`src/rtl/multicycle_control_fsm_pkg.sv`:
```
// Shared types and encodings for the multi-cycle CPU control unit:
// FSM states, opcodes, write-back/PC source selects and the decoded control bundle.
package cpu_ctrl_pkg;

  typedef enum logic [2:0] {
    S_IDLE,
    S_FETCH,
    S_DECODE,
    S_EXEC,
    S_MEM,
    S_WB,
    S_FAULT
  } state_t;

  localparam logic [4:0] OP_MV    = 5'b00000;
  localparam logic [4:0] OP_ADD   = 5'b00001;
  localparam logic [4:0] OP_SUB   = 5'b00010;
  localparam logic [4:0] OP_CMP   = 5'b00011;
  localparam logic [4:0] OP_LD    = 5'b00100;
  localparam logic [4:0] OP_ST    = 5'b00101;
  localparam logic [4:0] OP_JR    = 5'b01000;
  localparam logic [4:0] OP_JZR   = 5'b01001;
  localparam logic [4:0] OP_JNR   = 5'b01010;
  localparam logic [4:0] OP_CALLR = 5'b01100;
  localparam logic [4:0] OP_MVI   = 5'b10000;
  localparam logic [4:0] OP_ADDI  = 5'b10001;
  localparam logic [4:0] OP_SUBI  = 5'b10010;
  localparam logic [4:0] OP_CMPI  = 5'b10011;
  localparam logic [4:0] OP_MVHI  = 5'b10110;
  localparam logic [4:0] OP_J     = 5'b11000;
  localparam logic [4:0] OP_JZ    = 5'b11001;
  localparam logic [4:0] OP_JN    = 5'b11010;
  localparam logic [4:0] OP_CALL  = 5'b11100;

  localparam logic [2:0] WB_MEM  = 3'b000;
  localparam logic [2:0] WB_ALU  = 3'b001;
  localparam logic [2:0] WB_PC2  = 3'b010;
  localparam logic [2:0] WB_RY   = 3'b011;
  localparam logic [2:0] WB_IMM8 = 3'b100;
  localparam logic [2:0] WB_HI   = 3'b101;

  localparam logic [1:0] PC_IMM = 2'b00;
  localparam logic [1:0] PC_RY  = 2'b01;
  localparam logic [1:0] PC_INC = 2'b10;

  // pc_src holds the taken target; cond_z/cond_n make it conditional on the flags.
  typedef struct packed {
    logic       reg_write;
    logic       reg_dst;
    logic       alu_op;
    logic       alu_src;
    logic       ext_sel;
    logic [2:0] wb_src;
    logic [1:0] pc_src;
    logic       nz;
    logic       mem_access;
    logic       mem_write;
    logic       cond_z;
    logic       cond_n;
  } ctrl_t;

endpackage

```
`src/rtl/multicycle_control_fsm_if.sv`:
```
// Handshake/control bundle between the control FSM (master) and the datapath/memory side (slave).
interface multicycle_control_fsm_if #(
  parameter int OPCODE_W = 5
);
  logic                run;
  logic [OPCODE_W-1:0] opcode;
  logic                flag_n;
  logic                flag_z;
  logic                mem_ready;
  logic                mem_req;
  logic                mem_sel;
  logic                ir_load;
  logic                MemWrite;
  logic                RegWrite;
  logic                RegDst;
  logic                ALUOp;
  logic                ALUSrc;
  logic                ExtSel;
  logic [2:0]          WBSrc;
  logic [1:0]          PCSrc;
  logic                NZ;
  logic                pc_enable;
  logic                busy;
  logic                fault;

  modport master (
    input  run, opcode, flag_n, flag_z, mem_ready,
    output mem_req, mem_sel, ir_load, MemWrite, RegWrite, RegDst, ALUOp, ALUSrc,
           ExtSel, WBSrc, PCSrc, NZ, pc_enable, busy, fault
  );

  modport slave (
    output run, opcode, flag_n, flag_z, mem_ready,
    input  mem_req, mem_sel, ir_load, MemWrite, RegWrite, RegDst, ALUOp, ALUSrc,
           ExtSel, WBSrc, PCSrc, NZ, pc_enable, busy, fault
  );
endinterface

```
`src/rtl/multicycle_control_fsm_isa_decode.sv`:
```
// Combinational opcode decoder: maps the instruction opcode to a control bundle and
// flags anything outside the ISA (including calls when they are disabled) as illegal.
module isa_decode
  import cpu_ctrl_pkg::*;
#(
  parameter int OPCODE_W    = 5,
  parameter int ENABLE_CALL = 1
) (
  input  logic [OPCODE_W-1:0] opcode,
  output ctrl_t               ctrl,
  output logic                illegal
);

  logic [4:0] w_op;
  logic       w_upper_nz;

  assign w_op = opcode[4:0];

  generate
    if (OPCODE_W > 5) begin : g_upper
      assign w_upper_nz = |opcode[OPCODE_W-1:5];
    end else begin : g_no_upper
      assign w_upper_nz = 1'b0;
    end
  endgenerate

  always_comb begin
    ctrl        = '0;
    ctrl.wb_src = WB_ALU;
    ctrl.pc_src = PC_INC;
    illegal     = 1'b0;
    case (w_op)
      OP_MV:   begin ctrl.reg_write = 1'b1; ctrl.wb_src = WB_RY; end
      OP_ADD:  begin ctrl.reg_write = 1'b1; ctrl.nz = 1'b1; end
      OP_SUB:  begin ctrl.reg_write = 1'b1; ctrl.nz = 1'b1; ctrl.alu_op = 1'b1; end
      OP_CMP:  begin ctrl.nz = 1'b1; ctrl.alu_op = 1'b1; end
      OP_LD:   begin ctrl.reg_write = 1'b1; ctrl.wb_src = WB_MEM; ctrl.mem_access = 1'b1; end
      OP_ST:   begin ctrl.mem_access = 1'b1; ctrl.mem_write = 1'b1; end
      OP_MVI:  begin ctrl.reg_write = 1'b1; ctrl.wb_src = WB_IMM8; end
      OP_ADDI: begin ctrl.reg_write = 1'b1; ctrl.nz = 1'b1; ctrl.alu_src = 1'b1; end
      OP_SUBI: begin
        ctrl.reg_write = 1'b1; ctrl.nz = 1'b1; ctrl.alu_src = 1'b1; ctrl.alu_op = 1'b1;
      end
      OP_CMPI: begin ctrl.nz = 1'b1; ctrl.alu_src = 1'b1; ctrl.alu_op = 1'b1; end
      OP_MVHI: begin ctrl.reg_write = 1'b1; ctrl.wb_src = WB_HI; end
      OP_JR:   ctrl.pc_src = PC_RY;
      OP_JZR:  begin ctrl.pc_src = PC_RY; ctrl.cond_z = 1'b1; end
      OP_JNR:  begin ctrl.pc_src = PC_RY; ctrl.cond_n = 1'b1; end
      OP_J:    begin ctrl.pc_src = PC_IMM; ctrl.ext_sel = 1'b1; end
      OP_JZ:   begin ctrl.pc_src = PC_IMM; ctrl.ext_sel = 1'b1; ctrl.cond_z = 1'b1; end
      OP_JN:   begin ctrl.pc_src = PC_IMM; ctrl.ext_sel = 1'b1; ctrl.cond_n = 1'b1; end
      OP_CALL: begin
        ctrl.pc_src = PC_IMM; ctrl.ext_sel = 1'b1; ctrl.reg_write = 1'b1;
        ctrl.reg_dst = 1'b1;  ctrl.wb_src = WB_PC2;
        if (ENABLE_CALL == 0) illegal = 1'b1;
      end
      OP_CALLR: begin
        ctrl.pc_src = PC_RY; ctrl.reg_write = 1'b1; ctrl.reg_dst = 1'b1; ctrl.wb_src = WB_PC2;
        if (ENABLE_CALL == 0) illegal = 1'b1;
      end
      default: illegal = 1'b1;
    endcase
    if (w_upper_nz) illegal = 1'b1;
  end

endmodule

```
`src/rtl/multicycle_control_fsm.sv`:
```
// Multi-cycle control FSM: FETCH/DECODE/EXEC/MEM/WB sequencing with a memory-wait timeout,
// flag-conditional branches and a terminal FAULT state left only through reset.
module multicycle_control_fsm
  import cpu_ctrl_pkg::*;
#(
  parameter int OPCODE_W    = 5,
  parameter int MEM_TIMEOUT = 16,
  parameter int ENABLE_CALL = 1
) (
  input logic                      clk,
  input logic                      rst_n,
  multicycle_control_fsm_if.master bus
);

  localparam int CNT_W = $clog2(MEM_TIMEOUT + 1);
  localparam logic [CNT_W-1:0] CNT_LAST = CNT_W'(MEM_TIMEOUT - 1);

  state_t           r_state;
  state_t           w_state_next;
  logic [CNT_W-1:0] r_cnt;
  logic [CNT_W-1:0] w_cnt_next;
  ctrl_t            w_ctrl;
  logic             w_illegal;
  logic             w_taken;

  isa_decode #(
    .OPCODE_W   (OPCODE_W),
    .ENABLE_CALL(ENABLE_CALL)
  ) u_decode (
    .opcode (bus.opcode),
    .ctrl   (w_ctrl),
    .illegal(w_illegal)
  );

  assign w_taken = (!w_ctrl.cond_z || bus.flag_z) && (!w_ctrl.cond_n || bus.flag_n);

  always_ff @(posedge clk or negedge rst_n) begin
    if (!rst_n) begin
      r_state <= S_IDLE;
      r_cnt   <= '0;
    end else begin
      r_state <= w_state_next;
      r_cnt   <= w_cnt_next;
    end
  end

  // Every control falls back to its idle value unless the current state uses it.
  always_comb begin
    w_state_next  = r_state;
    w_cnt_next    = r_cnt;
    bus.mem_req   = 1'b0;
    bus.mem_sel   = 1'b0;
    bus.ir_load   = 1'b0;
    bus.MemWrite  = 1'b0;
    bus.RegWrite  = 1'b0;
    bus.RegDst    = 1'b0;
    bus.ALUOp     = 1'b0;
    bus.ALUSrc    = 1'b0;
    bus.ExtSel    = 1'b0;
    bus.WBSrc     = WB_ALU;
    bus.PCSrc     = PC_INC;
    bus.NZ        = 1'b0;
    bus.pc_enable = 1'b0;
    bus.busy      = (r_state != S_IDLE) && (r_state != S_FAULT);
    bus.fault     = (r_state == S_FAULT);
    case (r_state)
      S_IDLE: begin
        if (bus.run) begin
          w_state_next = S_FETCH;
          w_cnt_next   = '0;
        end
      end
      S_FETCH: begin
        bus.mem_req = 1'b1;
        bus.mem_sel = 1'b1;
        if (bus.mem_ready) begin
          bus.ir_load  = 1'b1;
          w_state_next = S_DECODE;
        end else if (r_cnt == CNT_LAST) begin
          w_state_next = S_FAULT;
        end else begin
          w_cnt_next = r_cnt + CNT_W'(1);
        end
      end
      S_DECODE: w_state_next = w_illegal ? S_FAULT : S_EXEC;
      S_EXEC: begin
        bus.ALUOp  = w_ctrl.alu_op;
        bus.ALUSrc = w_ctrl.alu_src;
        bus.ExtSel = w_ctrl.ext_sel;
        if (w_ctrl.mem_access) begin
          w_state_next = S_MEM;
          w_cnt_next   = '0;
        end else begin
          w_state_next = S_WB;
        end
      end
      S_MEM: begin
        bus.mem_req  = 1'b1;
        bus.MemWrite = w_ctrl.mem_write;
        if (bus.mem_ready) begin
          w_state_next = S_WB;
        end else if (r_cnt == CNT_LAST) begin
          w_state_next = S_FAULT;
        end else begin
          w_cnt_next = r_cnt + CNT_W'(1);
        end
      end
      S_WB: begin
        bus.RegWrite  = w_ctrl.reg_write;
        bus.RegDst    = w_ctrl.reg_dst;
        bus.WBSrc     = w_ctrl.wb_src;
        bus.NZ        = w_ctrl.nz;
        bus.pc_enable = 1'b1;
        bus.ExtSel    = w_ctrl.ext_sel;
        bus.PCSrc     = w_taken ? w_ctrl.pc_src : PC_INC;
        w_state_next  = bus.run ? S_FETCH : S_IDLE;
        w_cnt_next    = '0;
      end
      default: w_state_next = S_FAULT;
    endcase
  end

endmodule
```
`src/flat_wrapper.sv`:
```
// flat-port wrapper written by rule: the top's interface ports become plain ports
module multicycle_control_fsm_flat import cpu_ctrl_pkg::*;
#(
  parameter int OPCODE_W    = 5,
  parameter int MEM_TIMEOUT = 16,
  parameter int ENABLE_CALL = 1
)
  (clk, rst_n, bus_run, bus_opcode, bus_flag_n, bus_flag_z, bus_mem_ready, bus_mem_req, bus_mem_sel, bus_ir_load, bus_MemWrite, bus_RegWrite, bus_RegDst, bus_ALUOp, bus_ALUSrc, bus_ExtSel, bus_WBSrc, bus_PCSrc, bus_NZ, bus_pc_enable, bus_busy, bus_fault);
  multicycle_control_fsm_if #(.OPCODE_W(OPCODE_W)) bus_i ();
  input logic clk;
  input logic rst_n;
  input wire logic [$bits(bus_i.run)-1:0] bus_run;
  input wire logic [$bits(bus_i.opcode)-1:0] bus_opcode;
  input wire logic [$bits(bus_i.flag_n)-1:0] bus_flag_n;
  input wire logic [$bits(bus_i.flag_z)-1:0] bus_flag_z;
  input wire logic [$bits(bus_i.mem_ready)-1:0] bus_mem_ready;
  output wire logic [$bits(bus_i.mem_req)-1:0] bus_mem_req;
  output wire logic [$bits(bus_i.mem_sel)-1:0] bus_mem_sel;
  output wire logic [$bits(bus_i.ir_load)-1:0] bus_ir_load;
  output wire logic [$bits(bus_i.MemWrite)-1:0] bus_MemWrite;
  output wire logic [$bits(bus_i.RegWrite)-1:0] bus_RegWrite;
  output wire logic [$bits(bus_i.RegDst)-1:0] bus_RegDst;
  output wire logic [$bits(bus_i.ALUOp)-1:0] bus_ALUOp;
  output wire logic [$bits(bus_i.ALUSrc)-1:0] bus_ALUSrc;
  output wire logic [$bits(bus_i.ExtSel)-1:0] bus_ExtSel;
  output wire logic [$bits(bus_i.WBSrc)-1:0] bus_WBSrc;
  output wire logic [$bits(bus_i.PCSrc)-1:0] bus_PCSrc;
  output wire logic [$bits(bus_i.NZ)-1:0] bus_NZ;
  output wire logic [$bits(bus_i.pc_enable)-1:0] bus_pc_enable;
  output wire logic [$bits(bus_i.busy)-1:0] bus_busy;
  output wire logic [$bits(bus_i.fault)-1:0] bus_fault;
  assign bus_i.run = bus_run;
  assign bus_i.opcode = bus_opcode;
  assign bus_i.flag_n = bus_flag_n;
  assign bus_i.flag_z = bus_flag_z;
  assign bus_i.mem_ready = bus_mem_ready;
  assign bus_mem_req = bus_i.mem_req;
  assign bus_mem_sel = bus_i.mem_sel;
  assign bus_ir_load = bus_i.ir_load;
  assign bus_MemWrite = bus_i.MemWrite;
  assign bus_RegWrite = bus_i.RegWrite;
  assign bus_RegDst = bus_i.RegDst;
  assign bus_ALUOp = bus_i.ALUOp;
  assign bus_ALUSrc = bus_i.ALUSrc;
  assign bus_ExtSel = bus_i.ExtSel;
  assign bus_WBSrc = bus_i.WBSrc;
  assign bus_PCSrc = bus_i.PCSrc;
  assign bus_NZ = bus_i.NZ;
  assign bus_pc_enable = bus_i.pc_enable;
  assign bus_busy = bus_i.busy;
  assign bus_fault = bus_i.fault;
  multicycle_control_fsm #(.OPCODE_W(OPCODE_W), .MEM_TIMEOUT(MEM_TIMEOUT), .ENABLE_CALL(ENABLE_CALL)) u_core (.clk(clk), .rst_n(rst_n), .bus(bus_i));
endmodule
```
`config.mk`:
```
export PLATFORM = sky130hd
export DESIGN_NAME = multicycle_control_fsm_flat
export DESIGN_NICKNAME = d
export VERILOG_FILES = /design/src/rtl/multicycle_control_fsm_pkg.sv /design/src/rtl/multicycle_control_fsm_if.sv /design/src/rtl/multicycle_control_fsm_isa_decode.sv /design/src/rtl/multicycle_control_fsm.sv /design/src/flat_wrapper.sv
export SDC_FILE = /design/constraint.sdc
export NUM_CORES = 1
export LEC_CHECK = 0
export BUFFER_PORTS_ARGS = -buffer_cell sky130_fd_sc_hd__buf_4
export CORE_MARGIN = 1
export CORE_UTILIZATION = 53
export DETAILED_ROUTE_END_ITERATION = 7
export PLACE_DENSITY = 0.94
export SYNTH_ARGS = -nofsm -noshare
export SYNTH_HDL_FRONTEND = slang
export SYNTH_SLANG_ARGS = --single-unit
```
`constraint.sdc`:
```
create_clock -name clk -period 4.4 [get_ports clk]
set_input_delay 0.88 -clock clk [delete_from_list [all_inputs] [get_ports clk]]
set_output_delay 0.88 -clock clk [all_outputs]
set_load 0.01 [all_outputs]
```
### Word-level counts from Yosys, hierarchy flattened

Cells that the tools add are included.

* bits in registers: 8
* latch bits: 0
* bits in writable memories: 0
* memory bits (read-only): 0
* input port bits: 11
* memories kept: 0

* $add $sub $neg: 1
* multiply operators: 0
* divide/modulo/power cells: 0
* order comparisons: 0
* eq/ne operators: 30
* shift-type cells: 0
* muxes and demuxes: 40
* bitwise operators: 0
* reduce and logical (&&, ||, !) cells: 24

Operators with widths (number)
* $eq 5x5->1 const B: 9
* $eq 5x4->1 const B: 5
* $mux 1: 24
* $mux 5: 4
* $pmux 5 s4: 1
* $reduce_or 19->1: 1
* $mux 3: 6
* $pmux 3 s6: 1
* $pmux 3 s5: 1
* $reduce_or 2->1: 6
* $reduce_or 4->1: 3
* $eq 5x2->1 const B: 2
* $eq 5x3->1 const B: 2
* $reduce_or 10->1: 1
* $eq 3x3->1 const B: 3
* $ne 2x2->1 const B: 4
* $eq 3x2->1 const B: 2
* $reduce_or 6->1: 1
* $add 5x1->5 const B: 1
* $eq 5x1->1 const B: 1
* $logic_not 5->1: 1
* $reduce_and 5->1: 1
* $mux 2: 2
* $pmux 2 s2: 1
* 9 further kinds: 12

### Depth between registers and ports, before layout

Gate-level depths: netlist (run 1).

* depth after elaboration: 8
* mapped depth: 7
* mapped depth without buffers: 7

### Cells and area by module

A second synthesis (run 1) with hierarchy kept.

* cell total of the unflattened synthesis: 115
* area, all modules: 909.6 µm²

By module, submodules not included
* multicycle_control_fsm: times used 1, cells an instance 79, area each 656.9 µm², seq. area each 200.2 µm²
* isa_decode: times used 1, cells an instance 36, area each 252.7 µm², seq. area each 0.0 µm²

### Worst setup path before layout (run 1)

No wires, ideal clock.

* path kind: input port to output port
* start point: input bus_opcode[1]
* end point: output bus_ExtSel
* arrival: 1.667 ns
* path slack: 1.853 ns
* stages: 4
* cell sequence: buf_2 nor2_1 nor2_1 nor4_1

* word-level cells in the longest chain between the ends: 4
* elaborated cells between the ends (all ways): 7

RTL lines
* from (decl): line flat_wrapper.sv:13 `input wire logic [$bits(bus_i.opcode)-1:0] bus_opcode;`
* $eq 5x5->1: line multicycle_control_fsm_isa_decode.sv:32 `case (w_op)`
* $reduce_or 4->1 (no source line) (*)
* $mux 1 (*): line multicycle_control_fsm_isa_decode.sv:32
* $mux 1 (*): line multicycle_control_fsm.sv:66 `case (r_state)`
* to (decl): line flat_wrapper.sv:25 `output wire logic [$bits(bus_i.ExtSel)-1:0] bus_ExtSel;`

Mark *: on every way between the ends. The rest lies on a longest branch, timed or not.

### Final worst setup path (run 1)

* start point: input bus_opcode[2]
* end point: output bus_MemWrite

* word-level cells in the longest chain between the ends: 3

RTL lines
* $eq 5x3->1: line multicycle_control_fsm_isa_decode.sv:32
* $mux 1: line multicycle_control_fsm_isa_decode.sv:32
* $mux 1: line multicycle_control_fsm.sv:66
* to (decl): line flat_wrapper.sv:20 `output wire logic [$bits(bus_i.MemWrite)-1:0] bus_MemWrite;`

Every way passes these cells.

==> results of run 1 <==
==> path summary, 6_finish.rpt <==
path / endpoint / slack [ns]
max: bus_MemWrite / 1.70
min: u_core.r_cnt[1] / 0.43
max reg2reg: u_core.r_cnt[0] / 2.13
min reg2reg: u_core.r_cnt[4] / 0.52
max in group asynchronous: u_core.r_state[2] / 3.84
min in group clk: u_core.r_cnt[4] / 0.52
==> Yosys cell counts, drive strengths merged (3+ instances only) <==
| cell type | instances |
|---|---|
| dfrtp | 8 |
| nor2 | 11 |
| a21oi | 5 |
| inv | 7 |
| and3 | 3 |
| nor3b | 4 |
| mux2 | 3 |
| nor4b | 3 |
| nand2b | 5 |
| buf | 5 |
| nor4 | 6 |
| nand2 | 9 |
==> layout by cell type (no fill, tap or decap), types with 3 or more instances in the layout <==
cell      instances
a21oi_1           5
and3_1            3
buf_4            28
clkbuf_4          3
dfrtp_1           8
inv_1             6
nand2_1           9
nand2b_1          5
nor2_1           11
nor4_1            6
nor4b_1           3
==> per-layer routing <==
metal | vias up | track usage [%]
met2 | 40 | 40.3
met1 | 414 | 31.1
met5 | - | 0
met4 | 0 | 11.3
li1 | 438 | -
met3 | 4 | 2.59
==> stage by stage <==
step                      total power, mW  hold WS, ns  worst slack [ns]  utilization [%]  cells
after floorplan                     0.382        0.482              1.85                -    106
after global placement              0.458        0.496              1.71             69.6    144
after detailed placement            0.472        0.514              1.70             69.6    144
after CTS                           0.533        0.427              1.70             71.1    147
after global routing                0.570        0.435              1.62             71.1    147
final                               0.530        0.433              1.70             71.1    147
==> flip-flops by register name, summed over array words and instances, names as in the netlist <==
signal and flops:
u_core.r_state 3, u_core.r_cnt 5
==> cells by family (layout without fill, tap and decap cells) <==
group / count (synthesis) / after routing / share of synthesized area (%)
adders and majority gates: 2 / 2 / 2.94
xor gates and xnor gates: 3 / 3 / 3.08
muxes: 4 / 4 / 6.02
buffers and inverters: 13 / 38 / 7.05
and+or+nand+nor: 51 / 51 / 33.9
AOI/OAI and AO/OA: 25 / 25 / 23.5
DFF: 8 / 8 / 23.5
==> final cells by class <==
| cell class | instances | area [um^2] |
|---|---|---|
| clock buffer | 3 | 22.5 |
| fill | 130 | 435 |
| inverter | 7 | 26.3 |
| multi-input combinational | 85 | 592 |
| sequential | 8 | 200 |
| tap | 16 | 20.0 |
| timing repair buffer | 28 | 210 |
==> worst max-delay path, stage by stage <==
cell	delay (ns)
buf_4	0.17
nor2b_1	0.19
nand2_1	0.12
nor4b_1	0.27
buf_4	0.18
==> power breakdown <==
group / total [mW] / internal [mW] / leakage (nW) / switching, mW
sequential: 0.169 / 0.102 / 0.104 / 0.0669
combinational: 0.305 / 0.153 / 0.377 / 0.152
clock: 0.0567 / 0.0313 / 0.0138 / 0.0255
total: 0.530 / 0.286 / 0.494 / 0.244
==> impl_metrics.toml, run 1 <==
[detailed_routing]
met2_length_um = 1030
routed.top_layer = "met4"
wl_met3_um = 131
first_iter_violations = 24
first_pass_iters = 4
routed_wl_um = 2040
drc = 0
wire_per_inst_um = 13.9
vias = 896
via_per_inst = 6.10
drt.antenna.violating_nets = 0
met1_length_um = 842

[worst_setup_path]
worstPathArrival_ns = 1.82
r2r-start = "u_core.r_cnt[0]"
critPathKind = "input pin to output port"
required_ns = 3.52
cp-end-kind = "output port"
reg2reg_depth = 7
startpoint_type = "input pin"
startpoint = "bus_opcode[2]"
cp_max_fo = 16

[clocking]
root_buffer = "clkbuf_4"
cts_num_sinks = 8
cts_max_level = 1
postCtsHoldBufs = 0
path_clk_slew_ns = 0.06
post_cts_buffers = 0
numCtsBuffers = 3
insertion_delay_ns = 0.25
cts_buffer_depth = 2
post_cts_resized = 0
cts_tree = "done"

[synthesis]
syn_avg_cell_area_um2 = 8.04
async_flop_share_pct = 100
synthTopCellsByArea = "dfrtp_1 23%, nor2_1 4.8%, nor4_1 4.4%"
netlist_area_um2 = 852
synth-seq-cells = 8
synth_edf_count = 0
synth_top_cell_by_area = "dfrtp_1"
synth-warning-count = 0
syn-num-nets = 119
synth.distinct_cells = 42
synthCells = 106
ys_seq_area_share_pct = 23.5
synth-main-ff-cell = "dfrtp_1"
synth_top_area_share_pct = 23.5

[finish]
drive_gt1_share_pct = 30.5
layout.nets = 146
syn_to_final_growth_pct = 25.7
diodes = 0
fin_area_mm2 = 0.00107

[global_routing]
grt_pass1_vias = 766
grtUsageTotal_pct = 24.1
overflow = 0
antenna_found_initial = 0
grt_pass1_wl_um = 3350
grt_max_degree = 17

[power]
p_leak_nw = 0.494
vdd_drop_max_uv = 308
power_density_mw_per_mm2 = 495

[floorplanning]
start_util_pct = 56.6
core-area_mm2 = 0.00151
ioPinCount = 29
dieArea_mm2 = 0.00177
placementRows = 14
die_h_um = 42.1
fp.dieW_um = 42.1

[status]
status = "completed"

[timing]
finalMaxSlewViolations = 0
hold_viol = 0
maxSlewHeadroom_pct = 71.6
setup_viol = 0
fmax_mhz = 370
tns_ns = 0
rsz0062_at_grt = "no"
fin_crit_ns = 2.70
worst_pin_slew_ns = 0.427
clock-skew-final_ns = 0.00121
fin_crit_sh_pct = 61.4

[place]
dpl-instance-area_mm2 = 0.00105
portBuffers = 28
dp_hpwl_um = 1500
gp_congestion = 0.874

[job]
cap_viol_max_count = 0

[min_path]
worstHoldPathType = "input pin to async pin"
Note: power is estimated with default switching activity, not from simulation.
==> inputs of run 2 (changes only) <==
Settings changed: ABC_AREA set to 1, CORE_ASPECT_RATIO set to 1.25, CORE_UTILIZATION 53 to 47, PLACE_DENSITY 0.94 to 0.87.
Clock period 4.4 ns to 2.8 ns, I/O delays scaled along.
==> run 2 against run 1 <==
Net effect: combinational power up 66%; hold slack worse by 0.33 ns; first-iteration DRC count is 4.2% lower; sequential power rose by 16%; register-to-register slack worse by 1.1 ns; global-route usage up 0.093 points; final area shrank 4.7%; flip-flop and latch count unchanged; core utilization fell by 0.45 points; critical path depth rose by 2.
==> impl_metrics.toml, run 2 <==
[clocking]
path_clk_slew_ns = 0.06
root_buffer = "clkbuf_4"
cts_max_level = 1
cts_buffer_depth = 2
post_cts_buffers = 0
post_cts_resized = 0
postCtsHoldBufs = 0
cts_tree = "done"
numCtsBuffers = 3
insertion_delay_ns = 0.26
cts_num_sinks = 8

[floorplanning]
core-area_mm2 = 0.00145
ioPinCount = 29
die_h_um = 47.2
dieArea_mm2 = 0.00180
fp.dieW_um = 38.1
placementRows = 15
start_util_pct = 53.1

[synthesis]
synth.distinct_cells = 22
synth-main-ff-cell = "dfrtp_1"
synthCells = 126
synth_edf_count = 0
syn_avg_cell_area_um2 = 6.09
synth_common_cells = "27 x nand2_1, 20 x nor2_1, 19 x inv_1"
synthTopCellsByArea = "dfrtp_1 26%, nand2_1 13%, nor2_1 9.8%"
yosysMostFrequentCell = "nand2_1"
async_flop_share_pct = 100
netlist_area_um2 = 767
ys_seq_area_share_pct = 26.1
synth-seq-cells = 8
synth_top_cell_by_area = "dfrtp_1"
synth_top_area_share_pct = 26.1
syn-num-nets = 139
synth-warning-count = 0

[detailed_routing]
vias = 941
drt.antenna.violating_nets = 0
routed_wl_um = 1930
wire_per_inst_um = 11.1
met2_length_um = 966
wl_met3_um = 120
first_pass_iters = 4
drc = 0
routed.top_layer = "met4"
met1_length_um = 803
first_iter_violations = 23
via_per_inst = 5.41

[power]
p_leak_nw = 0.531
power_density_mw_per_mm2 = 774
power_frac_comb_pct = 64.0
swShare_pct = 49.7
power_frac_seq_pct = 24.8
internal_power_mw = 0.398
pwr-share-clk_pct = 11.2
vdd_drop_max_uv = 317
switchingPower_mw = 0.392

[finish]
syn_to_final_growth_pct = 33.1
layout_common_cells = "28 x buf_4, 27 x nand2_1, 20 x nor2_1, 19 x inv_1, 13 x nand3_1"
stdcell_count = 174
layout_commonest_cell = "buf_4"
fin_util_pct = 70.6
top_regs = "u_core.r_cnt: 5 flops, u_core.r_state: 3 flops"
fin_area_mm2 = 0.00102
layout.nets = 172
largest_reg_flops = 5
drive_gt1_share_pct = 25.5
top_register = "u_core.r_cnt"
diodes = 0

[worst_setup_path]
cp_max_fo = 9
startpoint_type = "register"
r2r-start = "u_core.r_cnt[0]"
startpoint = "u_core.r_state[1]"
reg2reg_to = "u_core.r_cnt[3]"
critPathKind = "register to output port"
cp-end-kind = "output port"
required_ns = 2.24
reg2reg_depth = 10
worstPathArrival_ns = 1.68
r2r_setup_slack_ns = 1.07

[place]
pre_cts_ws_ns = 0.711
gp_congestion = 0.868
dpl-instance-area_um2 = 998
dp_hpwl_um = 1570
portBuffers = 28
dp_cells = 171

[min_path]
worstHoldPathType = "input pin to async pin"

[timing]
tns_ns = 0
worst_slack_ns = 0.564
finalMaxSlewViolations = 0
worst_pin_slew_ns = 0.282
hold_viol = 0
clock-skew-final_ns = 0.00854
maxSlewHeadroom_pct = 81.1
rsz0062_at_grt = "no"
fin_crit_ns = 2.24
fmax_mhz = 447
setup_viol = 0
fin_crit_sh_pct = 79.9

[job]
cap_viol_max_count = 0

[global_routing]
overflow = 0
grt_pass1_wl_um = 3100
grt_max_degree = 11
grtUsageTotal_pct = 24.2
antenna_found_initial = 0
grt_pass1_vias = 770

[status]
status = "completed"
==> run 2: changes by cell type after synthesis, sizes merged, moves of 3 or more <==
cell and delta:
nand2 +19, inv +15, nand3 +12, nor2 +11
o21ai +8, buf -5, nand2b -5, nor4 -5
nor3b -4, mux2 -3, nor3 +3, nor4b -3
==> run 2: worst max-delay path by stage <==
stage,to,slack (ns)
floorplan,bus_PCSrc[0],0.93
global placement,bus_PCSrc[0],0.74
detailed placement,bus_PCSrc[0],0.71
CTS,bus_WBSrc[0],0.59
global route,bus_WBSrc[0],0.45
finish,bus_WBSrc[0],0.56
==> run 2: cell families (layout without fill, tap and decap cells) <==
family / count (synthesis) / count (layout) / synth area share (%)
fa+ha+maj: 2 / 2 / 3.26
compound gates: 19 / 19 / 14.5
flops: 8 / 8 / 26.1
xor+xnor: 1 / 1 / 1.14
simple gates: 74 / 74 / 44.2
buf+inv: 22 / 53 / 10.8
==> run 2: layout make-up <==
class	instances	area, um^2
clock buffer	3	22.5
fill	130	424
inverter	22	82.6
multi-input combinational	96	484
sequential	8	200
tap	17	21.3
timing repair buffer	28	210
==> run 2: metal layers <==
layer | vias to the layer above | global-route usage (%)
li1 | 475 | -
met1 | 418 | 27.9
met2 | 44 | 45.1
met3 | 4 | 1.42
met4 | 0 | 10.7
met5 | - | 0
==> run 2: power by group through the flow <==
stage               Combinational [mW]  Clock [mW]  Sequential, mW
CTS                              0.509      0.0895           0.196
global route                     0.574      0.0978           0.202
global placement                 0.494           0           0.196
floorplan                        0.345           0           0.188
detailed placement               0.506           0           0.198
finish                           0.506      0.0882           0.196
==> run 2: stage by stage <==
step / total power [mW] / hold slack (ns)
global placement: 0.690 / 0.380
CTS: 0.794 / 0.106
floorplan: 0.533 / 0.264
detailed placement: 0.704 / 0.382
finish: 0.790 / 0.106
global route: 0.874 / 0.101
==> run 2: critical path, cell delays in order (launching register included) <==
cell	delay, ns
dfrtp_1	0.39
inv_2	0.13
nand2_1	0.12
nor2_2	0.24
inv_1	0.19
nor2_1	0.13
nand3_1	0.08
buf_4	0.15
